==> config.mk <==
export PLATFORM = sky130hd
export DESIGN_NAME = icache_dm_flat
export DESIGN_NICKNAME = d
export VERILOG_FILES = /design/src/rtl/icache_dm_if.sv /design/src/rtl/icache_dm.sv /design/src/flat_wrapper.sv
export SDC_FILE = /design/constraint.sdc
export NUM_CORES = 2
export LEC_CHECK = 0
export BUFFER_PORTS_ARGS = -buffer_cell sky130_fd_sc_hd__clkbuf_2
export CAP_MARGIN = 20
export CORE_UTILIZATION = 26
export CTS_CLUSTER_SIZE = 24
export DETAILED_ROUTE_END_ITERATION = 7
export MAX_ROUTING_LAYER = met4
export PLACE_DENSITY_LB_ADDON = 0.08
export SLEW_MARGIN = 20
export SYNTH_ARGS = -nofsm -noshare
export SYNTH_HDL_FRONTEND = slang
export SYNTH_SLANG_ARGS = --single-unit
==> constraint.sdc <==
create_clock -name clk -period 4.2 [get_ports clk]
set_input_delay 0.42 -clock clk [delete_from_list [all_inputs] [get_ports clk]]
set_output_delay 0.42 -clock clk [all_outputs]
set_load 0.01 [all_outputs]
==> src/rtl/icache_dm_if.sv <==
// Fetch-port and memory-port bundle for icache_dm.
// The slave modport is the cache itself; the master modport is everything
// around it (core fetch stage plus main memory), so it drives pcF, flush and
// the memory response and observes the instruction and the memory request.
interface icache_dm_if;
    logic [31:0] pcF;
    logic [31:0] instrF;
    logic        stallF;
    logic        flush;
    logic        mem_req;
    logic [31:0] mem_addr;
    logic        mem_ready;
    logic [31:0] mem_rdata;

    modport master (
        output pcF, flush, mem_ready, mem_rdata,
        input  instrF, stallF, mem_req, mem_addr
    );

    modport slave (
        input  pcF, flush, mem_ready, mem_rdata,
        output instrF, stallF, mem_req, mem_addr
    );
endinterface

==> src/rtl/icache_dm.sv <==
// Direct-mapped, read-only instruction cache.
// Hits return the instruction combinationally in the same cycle. A miss costs
// one lookup cycle and then refills the whole line, one word per memory
// handshake, from a base address latched at the miss.
// Optional build macro ICACHE_STATS_EN adds free-running hit/miss counters.
module icache_dm #(
    parameter int LINES = 16,
    parameter int WORDS = 4
) (
    input  logic        clk,
    input  logic        reset,
`ifdef ICACHE_STATS_EN
    output logic [31:0] hit_cnt,
    output logic [31:0] miss_cnt,
`endif
    icache_dm_if.slave  bus
);
    localparam int OW = $clog2(WORDS);
    localparam int IW = $clog2(LINES);
    localparam int LW = 30 - OW;   // line address width (pcF[31:OW+2])
    localparam int TW = LW - IW;   // tag width

    typedef enum logic {IDLE, REFILL} state_e;

    state_e           state_q, state_d;
    logic [OW-1:0]    k_q, k_d;
    logic [LW-1:0]    base_q, base_d;
    logic [LINES-1:0] valid_q, valid_d;
    logic             mem_req_q, mem_req_d;

    logic [TW-1:0]    tag_q  [LINES];
    logic [31:0]      data_q [LINES][WORDS];

    // Lookup fields of the current fetch address.
    logic [LW-1:0]    pc_line;
    logic [OW-1:0]    pc_word;
    logic [IW-1:0]    pc_index;
    logic [TW-1:0]    pc_tag;

    // Fields of the line being refilled, taken from the latched base.
    logic [IW-1:0]    fill_index;
    logic [TW-1:0]    fill_tag;

    logic             hit;
    logic             refill_wr;
    logic             refill_last;

    assign pc_line    = bus.pcF[31:OW+2];
    assign pc_word    = bus.pcF[OW+1:2];
    assign pc_index   = pc_line[IW-1:0];
    assign pc_tag     = pc_line[LW-1:IW];

    assign fill_index = base_q[IW-1:0];
    assign fill_tag   = base_q[LW-1:IW];

    // A lookup is only trusted in IDLE; during a refill the line is in flux.
    assign hit = (state_q == IDLE) && valid_q[pc_index] && (tag_q[pc_index] == pc_tag);

    assign bus.instrF   = hit ? data_q[pc_index][pc_word] : 32'h0;
    assign bus.stallF   = !hit;
    assign bus.mem_req  = mem_req_q;
    assign bus.mem_addr = {base_q, k_q, 2'b00};

    // flush wins over any beat arriving in the same cycle, so an aborted
    // refill never writes or validates anything.
    assign refill_wr   = (state_q == REFILL) && bus.mem_ready && !bus.flush;
    assign refill_last = refill_wr && (k_q == '1);

    // Next-state logic for the lookup/refill controller and the valid bits.
    always_comb begin
        // NOTE: every variable gets its hold value first so no path through
        // the case statement can leave one unassigned and infer a latch.
        state_d = state_q;
        k_d     = k_q;
        base_d  = base_q;
        valid_d = valid_q;

        unique case (state_q)
            IDLE: begin
                if (!hit) begin
                    base_d            = pc_line;
                    k_d               = '0;
                    state_d           = REFILL;
                    // The victim line is about to be overwritten word by word.
                    valid_d[pc_index] = 1'b0;
                end
            end
            REFILL: begin
                if (bus.flush) begin
                    k_d     = '0;
                    state_d = IDLE;
                end else if (bus.mem_ready) begin
                    k_d = k_q + OW'(1);
                    if (refill_last) begin
                        valid_d[fill_index] = 1'b1;
                        state_d             = IDLE;
                    end
                end
            end
            default: state_d = IDLE;
        endcase

        if (bus.flush) begin
            valid_d = '0;
        end

        mem_req_d = (state_d == REFILL);
    end

    // Controller state, refill pointer, valid bits and the registered request.
    always_ff @(posedge clk or negedge reset) begin
        // NOTE: state is updated with non-blocking assignments so every
        // register samples pre-edge values regardless of statement order.
        if (!reset) begin
            state_q   <= IDLE;
            k_q       <= '0;
            base_q    <= '0;
            valid_q   <= '0;
            mem_req_q <= 1'b0;
        end else begin
            state_q   <= state_d;
            k_q       <= k_d;
            base_q    <= base_d;
            valid_q   <= valid_d;
            mem_req_q <= mem_req_d;
        end
    end

    // Tag and data arrays: written only by the refill path.
    always_ff @(posedge clk) begin
        // NOTE: the arrays carry no reset so they can map onto RAM; the
        // valid bits alone decide whether their contents are visible.
        if (refill_wr) begin
            data_q[fill_index][k_q] <= bus.mem_rdata;
        end
        if (refill_last) begin
            tag_q[fill_index] <= fill_tag;
        end
    end

`ifdef ICACHE_STATS_EN
    logic [31:0] hit_cnt_q;
    logic [31:0] miss_cnt_q;

    // Hit/miss statistics; wrap naturally and ignore flush.
    always_ff @(posedge clk or negedge reset) begin
        if (!reset) begin
            hit_cnt_q  <= '0;
            miss_cnt_q <= '0;
        end else begin
            if (hit) begin
                hit_cnt_q <= hit_cnt_q + 32'd1;
            end
            if ((state_q == IDLE) && (state_d == REFILL)) begin
                miss_cnt_q <= miss_cnt_q + 32'd1;
            end
        end
    end

    assign hit_cnt  = hit_cnt_q;
    assign miss_cnt = miss_cnt_q;
`endif
endmodule

==> src/flat_wrapper.sv <==
// flat-port wrapper written by rule: the top's interface ports become plain ports
module icache_dm_flat 
#(
    parameter int LINES = 16,
    parameter int WORDS = 4
)
  (clk, reset, bus_pcF, bus_flush, bus_mem_ready, bus_mem_rdata, bus_instrF, bus_stallF, bus_mem_req, bus_mem_addr);
  icache_dm_if bus_i ();
  input  logic clk;
  input  logic reset;
  input wire logic [$bits(bus_i.pcF)-1:0] bus_pcF;
  input wire logic [$bits(bus_i.flush)-1:0] bus_flush;
  input wire logic [$bits(bus_i.mem_ready)-1:0] bus_mem_ready;
  input wire logic [$bits(bus_i.mem_rdata)-1:0] bus_mem_rdata;
  output wire logic [$bits(bus_i.instrF)-1:0] bus_instrF;
  output wire logic [$bits(bus_i.stallF)-1:0] bus_stallF;
  output wire logic [$bits(bus_i.mem_req)-1:0] bus_mem_req;
  output wire logic [$bits(bus_i.mem_addr)-1:0] bus_mem_addr;
  assign bus_i.pcF = bus_pcF;
  assign bus_i.flush = bus_flush;
  assign bus_i.mem_ready = bus_mem_ready;
  assign bus_i.mem_rdata = bus_mem_rdata;
  assign bus_instrF = bus_i.instrF;
  assign bus_stallF = bus_i.stallF;
  assign bus_mem_req = bus_i.mem_req;
  assign bus_mem_addr = bus_i.mem_addr;
  icache_dm #(.LINES(LINES), .WORDS(WORDS)) u_core (.clk(clk), .reset(reset), .bus(bus_i));
endmodule
== Yosys cells after proc, flatten, opt, wreduce, memory -nomap -nowiden ==
Memories as Yosys holds them, arrays and structs flattened.
Index checks and enable logic that the tools add are counted.

* Bits in registers: 47
* Memory bits (writable): 2432
* Output and inout bits: 66
* Word-level logic and storage cells: 70
* Memories: 2

* $add $sub $neg: 1
* $lt $le $gt $ge: 7
* Equal/unequal tests: 6
* Muxes and demuxes: 30
* Bitwise logic cells: 7
* Reductions and logical operators: 13

{| class="wikitable"
|+ Memories
! memory !! depth !! bits a word !! read ports !! clocked after Yosys merged registers in !! write ports !! RTL line !! RTL
|-
| u_core.data_q || 16 || 128 || 1 || 0 || 1 || icache_dm.sv:32 || <nowiki>logic [31:0] data_q [LINES][WORDS];</nowiki>
|-
| u_core.tag_q || 16 || 24 || 1 || 0 || 1 || icache_dm.sv:31 || <nowiki>logic [TW-1:0] tag_q [LINES];</nowiki>
|}

{| class="wikitable"
|+ Operators with widths
! cell !! count
|-
| 2-to-1 mux 128 bit || 1
|-
| 2-to-1 mux 32 bit || 4
|-
| binary-select mux 32 bit (select 2 bit) || 1
|-
| demux 32 bit (select 2 bit) || 1
|-
| 2-to-1 mux 16 bit || 4
|-
| one-hot mux 16 bit (2 select lines) || 1
|-
| equality test 24 bit || 1
|-
| bitwise AND 16 bit || 1
|-
| inverter 16 bit || 1
|-
| bitwise OR 16 bit || 1
|-
| less-than comparator 4 x 5 -> 1 bit (second input constant) || 2
|-
| 2-to-1 mux 1 bit || 10
|-
| != test 3 bit (second input constant) || 3
|-
| demux 1 bit (select 4 bit) || 2
|-
| greater-or-equal comparator 4 x 1 -> 1 bit (second input constant) || 2
|-
| logical AND 1 bit || 8
|-
| greater-or-equal comparator 3 bit (second input constant) || 2
|-
| 2-to-1 mux 2 bit || 3
|-
| inverter 2 -> 3 bit || 2
|-
| binary-select mux 1 bit (select 4 bit) || 1
|-
| one-hot mux 2 bit (2 select lines) || 1
|-
| AND reduction 2 bit || 2
|-
| less-than comparator 3 x 1 -> 1 bit (second input constant) || 1
|-
| AND reduction 3 bit || 1
|-
| other kinds (6) || 8
|}

== Longest topological paths before layout ==
* Depth after elaboration: 9
* Depth in mapped cells: 15
* Mapped depth without buffers: 8

== Worst setup path before layout ==
No wires, ideal clock.

* Path kind: input port to flip-flop
* Start point: input bus_flush
* End point: memory u_core.data_q[15][0] (netlist name) (enable)
* Setup time: 0.470 ns
* Arrival time: 3.611 ns
* Data required time: 3.730 ns
* Slack: 0.119 ns
* Stages: 5
* Cell sequence: nand2b_1 > nor2_1 > nand2_1 > clkbuf_1 > nor2_1

* Longest elaborated chain between the ends: 4

{| class="wikitable"
|+ RTL lines
! what !! RTL line !! RTL
|-
| start, declared || flat_wrapper.sv:12 || <nowiki>input wire logic [$bits(bus_i.flush)-1:0] bus_flush;</nowiki>
|-
| zero test 1 bit || icache_dm.sv:66 || <nowiki>assign refill_wr = (state_q == REFILL) && bus.mem_ready && !bus.flush;</nowiki>
|-
| logical AND 1 bit || icache_dm.sv:66 ||
|-
| 2-to-1 mux 1 bit || icache_dm.sv:133 || <nowiki>if (refill_wr) begin</nowiki>
|-
| 2-to-1 mux 128 bit (not written as such) || icache_dm.sv:134 || <nowiki>data_q[fill_index][k_q] <= bus.mem_rdata;</nowiki>
|-
| end, declared || icache_dm.sv:32 ||
|}

No other way between the ends.

== Final worst setup path ==
* Start point: memory u_core.tag_q[11][17] (netlist name)
* End point: output bus_instrF[13]

* Longest elaborated chain between the ends: 4

{| class="wikitable"
|+ RTL lines
! what !! RTL line !! RTL
|-
| start, declared || icache_dm.sv:31 ||
|-
| memory read (16 x 24 bit) || -- ||
|-
| equality test 24 bit || icache_dm.sv:57 || <nowiki>assign hit = (state_q == IDLE) && valid_q[pc_index] && (tag_q[pc_index] == pc_tag);</nowiki>
|-
| logical AND 1 bit || icache_dm.sv:57 ||
|-
| 2-to-1 mux 32 bit || icache_dm.sv:59 || <nowiki>assign bus.instrF = hit ? data_q[pc_index][pc_word] : 32'h0;</nowiki>
|-
| end, declared || flat_wrapper.sv:15 || <nowiki>output wire logic [$bits(bus_i.instrF)-1:0] bus_instrF;</nowiki>
|}

No other way between the ends.

==> summary.txt <==
Pwr
  • Power per cell area: 502 mW/mm²
  • Logic pwr share: 0.072
  • Fraction of power spent switching nets: 0.235
  • Part of the total power dissipated in sequential elements: 0.501
  • Net switching power figure: ~0.014 W
  • Standby leakage power: 35.9 nW
  • Total internal power: 0.0442 W
  • Portion of total power attributed to the clock network: 0.428
  • Maximum vdd ir drop: slightly above 400 µV

Critical path
  • Arr. time, crit path: between 4 and 5 ns
  • Critical path peak fanout: 12
  • Required time at the worst-slack endpoint: approximately 3.8 ns
  • Kind of critical path: flop to output port
  • CP Capture Type: output port
  • Kind of start point of the critical path: flop

Global route
  • Number of global-route vias before repair: approximately 47000
  • Global routing usage summed across all routing layers: 0.172
  • Number of antenna violations at the first check in global routing: 42
  • Wire length of the first global-routing pass: between 400000 and 500000 µm
  • Global route total overflow: 0
  • Maximum number of pins on one net before global-route repair: between 100 and 150

Routing
  • DRT Wirelength: between 300000 and 400000 µm
  • Vias per Instance: between 4 and 5
  • Post-detailed-route wirelength per cell: about 33 µm
  • 1st-pass router iterations: 5
  • DRC violations left: 0
  • Total vias in the final route: roughly 45000
  • Post-detailed-route count of antenna-violating nets: 0
  • Iteration-0 DRC count of the detailed router: about 4000

CTS
  • TritonCTS clock tree: yes
  • CTS root buffer: sky130_fd_sc_hd__clkbuf_16
  • Num Clock Sinks: between 2000 and 2500
  • H-tree depth: 5
  • Clock edge transition at the registers on the reported setup and hold paths: ~0.06 ns
  • Total CTS buffers: 296
  • Maximum buffer depth of the clock tree: 4
  • Clk_lat worst skew: ~0.91 ns

Yosys
  • Netlist area before placement: approximately 0.096 mm²
  • Area share of the leading cell type in the synthesized netlist: 0.764
  • Most frequent cell after synthesis: sky130_fd_sc_hd__edfxtp_1
  • Share of synthesized area occupied by flip-flops and latches: 0.776
  • Cell types with the highest counts after synthesis: sky130_fd_sc_hd__edfxtp_1 (2432), sky130_fd_sc_hd__mux4_2 (740), sky130_fd_sc_hd__clkbuf_1 (97)
  • Post-synth top area cell: sky130_fd_sc_hd__edfxtp_1
  • Most used flip-flop cell after synthesis: sky130_fd_sc_hd__edfxtp_1
  • Synthesized flop and latch total: between 2000 and 2500
  • Number of flops mapped to enable cells by yosys: approximately 2400
  • Synth warnings: 0
  • Top cells by area in the synthesized netlist: sky130_fd_sc_hd__edfxtp_1 (76%), sky130_fd_sc_hd__mux4_2 (17%), sky130_fd_sc_hd__dfrtp_1 (1.2%), sky130_fd_sc_hd__mux2i_1 (0.78%), sky130_fd_sc_hd__clkbuf_1 (0.38%)
  • Async set-reset flop share out of synthesis: 0.0190
  • Distinct cell type count of the synthesized netlist: a little over 70
  • Count of mapped cells out of synthesis: slightly below 4000
  • Average instance area after synthesis: 24.2 µm²

STA
  • Setup repair after global routing missed its margin: yes
  • Period utilization: 1.12
  • Time the final worst path needs with I/O delays and setup: between 4 and 5 ns
  • Fin Hold WS: between 0.07 and 0.08 ns
  • Max-slew headroom at the worst pin: 0.292
  • Worst Max-Slew Pin Slew: 1.06 ns
  • Worst setup slack after layout: -0.507 ns
  • Maximum clock skew at final layout: between 0.06 and 0.07 ns
  • Final-report setup violation count: 33
  • Maximum frequency from static timing analysis: about 0.21 GHz
  • Number of slew-limit violations in the final report: 0
  • Fin. Hold Viols: 0

Cells and area
  • Count of fill cells added during filler insertion: approximately 35000
  • Signed area change from the synthesized netlist to the final layout: 20.5%
  • Post-layout nets: about 4600
  • Fraction of final layout cells with drive strength greater than 1: 0.365
  • Total area of multi-input combinational cells: approximately 0.021 mm²
  • Count of placed standard cells in the final layout, fillers left out: roughly 9600
  • Sequential cell area in the final layout: approximately 0.074 mm²

Hold path
  • Worst Hold Class: input pin to flop

Floorplan
  • Die width: between 600 and 700 µm
  • Io pins: 134
  • Placement Rows: 222
  • Vertical extent of the die: around 610 µm
  • Initial core utilization: 0.261
  • Die ar.: approximately 0.37 mm²
  • Core Footprint: roughly 0.37 mm²

Place
  • Number of placed instances, taps included: 9038
  • Final Wtd Congestion: 0.720
  • Post-detailed-placement half-perimeter wirelength: 180000 µm
  • Port Buf Inserts: 129

Status
  • Violated checks: setup timing
  • Status: complete, but fails checks

Run
  • Number of maximum-capacitance violations: 0
[per-layer routing]
layer,vias to the layer above,track usage,wire [µm]
met1,25149,0.223,136000
li1,18374,-,-
met3,317,0.0277,13500
met5,-,-,0
met4,0,0.0341,5700
met2,1039,0.285,158000
[through the flow]
step	instance area, µm²	total power [W]	utilization	setup WS [ns]	TNS [ns]
2_1_floorplan	95600	0.0312	-	0.119	0
3_3_place_gp	106000	0.0337	0.289	-0.531	-8.87
3_5_place_dp	106000	0.0337	0.289	-0.524	-8.68
4_1_cts	115000	0.0588	0.315	-0.662	-17.94
5_1_grt	115000	0.0599	0.315	-0.702	-19.51
6_report	115000	0.0578	0.315	-0.507	-13.39
[critical path, cell delays in order, from the launching register on]
cell and delay (ns):
sky130_fd_sc_hd__edfxtp_1 0.37, sky130_fd_sc_hd__mux4_2 0.48, sky130_fd_sc_hd__mux2i_1 0.18, sky130_fd_sc_hd__mux2i_1 0.11
sky130_fd_sc_hd__xor2_1 0.20, sky130_fd_sc_hd__or4_4 0.58, sky130_fd_sc_hd__a2111oi_4 0.32, sky130_fd_sc_hd__buf_4 0.20
sky130_fd_sc_hd__nand3_4 0.14, sky130_fd_sc_hd__buf_12 0.21, sky130_fd_sc_hd__buf_4 0.16, sky130_fd_sc_hd__nor2b_2 0.13
sky130_fd_sc_hd__buf_4 0.14, sky130_fd_sc_hd__clkbuf_2 0.12
[timing repair]
action,4_1_cts,5_1_grt
endpoints found under the setup margin,33,33
hold endpoints to repair,82,0
buffers inserted,4,4
hold buffers,30,0
pin swaps,0,0
gates resized for setup,14,5
gates cloned,0,0
[power groups by stage]
stage | sequential (W) | combinational (W) | clock (W)
global route | 0.0290 | 0.00443 | 0.0264
global placement | 0.0295 | 0.00424 | 0
CTS | 0.0290 | 0.00428 | 0.0255
detailed placement | 0.0295 | 0.00425 | 0
floorplan | 0.0292 | 0.00207 | 0
finish | 0.0289 | 0.00415 | 0.0247
[cell families after synthesis]
logic type / count (synthesis) / share of synthesized area
adders and majority gates: 4 / 0.000523
other: 1 / 0.0000392
buffers and inverters: 228 / 0.0119
muxes: 855 / 0.187
xor gates and xnor gates: 16 / 0.00147
DFF: 2479 / 0.776
and+or+nand+nor: 234 / 0.0121
AOI/OAI and AO/OA: 142 / 0.0109
[worst paths after layout]
path / start / end / slack, ns / cells past startpoint
worst max-delay path: u_core.tag_q[11][17]$_DFFE_PP_ / bus_instrF[13] / -0.51 / 13
worst min-delay path: bus_mem_rdata[25] / u_core.data_q[2][25]$_DFFE_PP_ / 0.07 / 1
worst max register to register: u_core.tag_q[11][17]$_DFFE_PP_ / u_core.base_q[21]$_DFFE_PN0P_ / 0.81 / 12
worst min register to register: u_core.valid_q[7]$_DFFE_PN0P_ / u_core.valid_q[7]$_DFFE_PN0P_ / 0.62 / 2
max in group asynchronous: reset / u_core.valid_q[0]$_DFFE_PN0P_ / 3.10 / 3
min in group asynchronous: reset / u_core.base_q[7]$_DFFE_PN0P_ / 0.17 / 2
[registers in the layout (all words and copies together), names as in the netlist]
register and cells:
u_core.k_q 2, u_core.state_q 1, u_core.tag_q 384, u_core.valid_q 16, u_core.data_q 2048, u_core.base_q 28
[placed cells by master, fill, tap and decap left out, drive strengths merged, types with 5 or more instances in the layout]
master          n
a21oi          25
a221oi          6
a22oi          23
a2bb2oi        16
and3            5
buf           365
bufinv         18
clkbuf        481
clkinv        122
clkinvlp        5
dfrtp          47
diode           9
dlygate4sd3    30
edfxtp       2432
inv            31
mux2           40
mux2i          75
mux4          740
nand2          42
nand2b          7
nand3          13
nor2           84
nor2b          56
nor3            6
o21ai          15
o22ai          14
o32ai           8
xnor2          10
xor2            6
[final cells by class]
class,instances,area share
Clock buffer,367,0.0683
Multi-Input combinational cell,1253,0.181
Sequential cell,2479,0.644
Clock inverter,157,0.0113
Antenna cell,9,0.000195
Inverter,19,0.000684
Timing Repair Buffer,509,0.0423
Tap cell,4816,0.0523
Power figures use the tool's default switching activity.
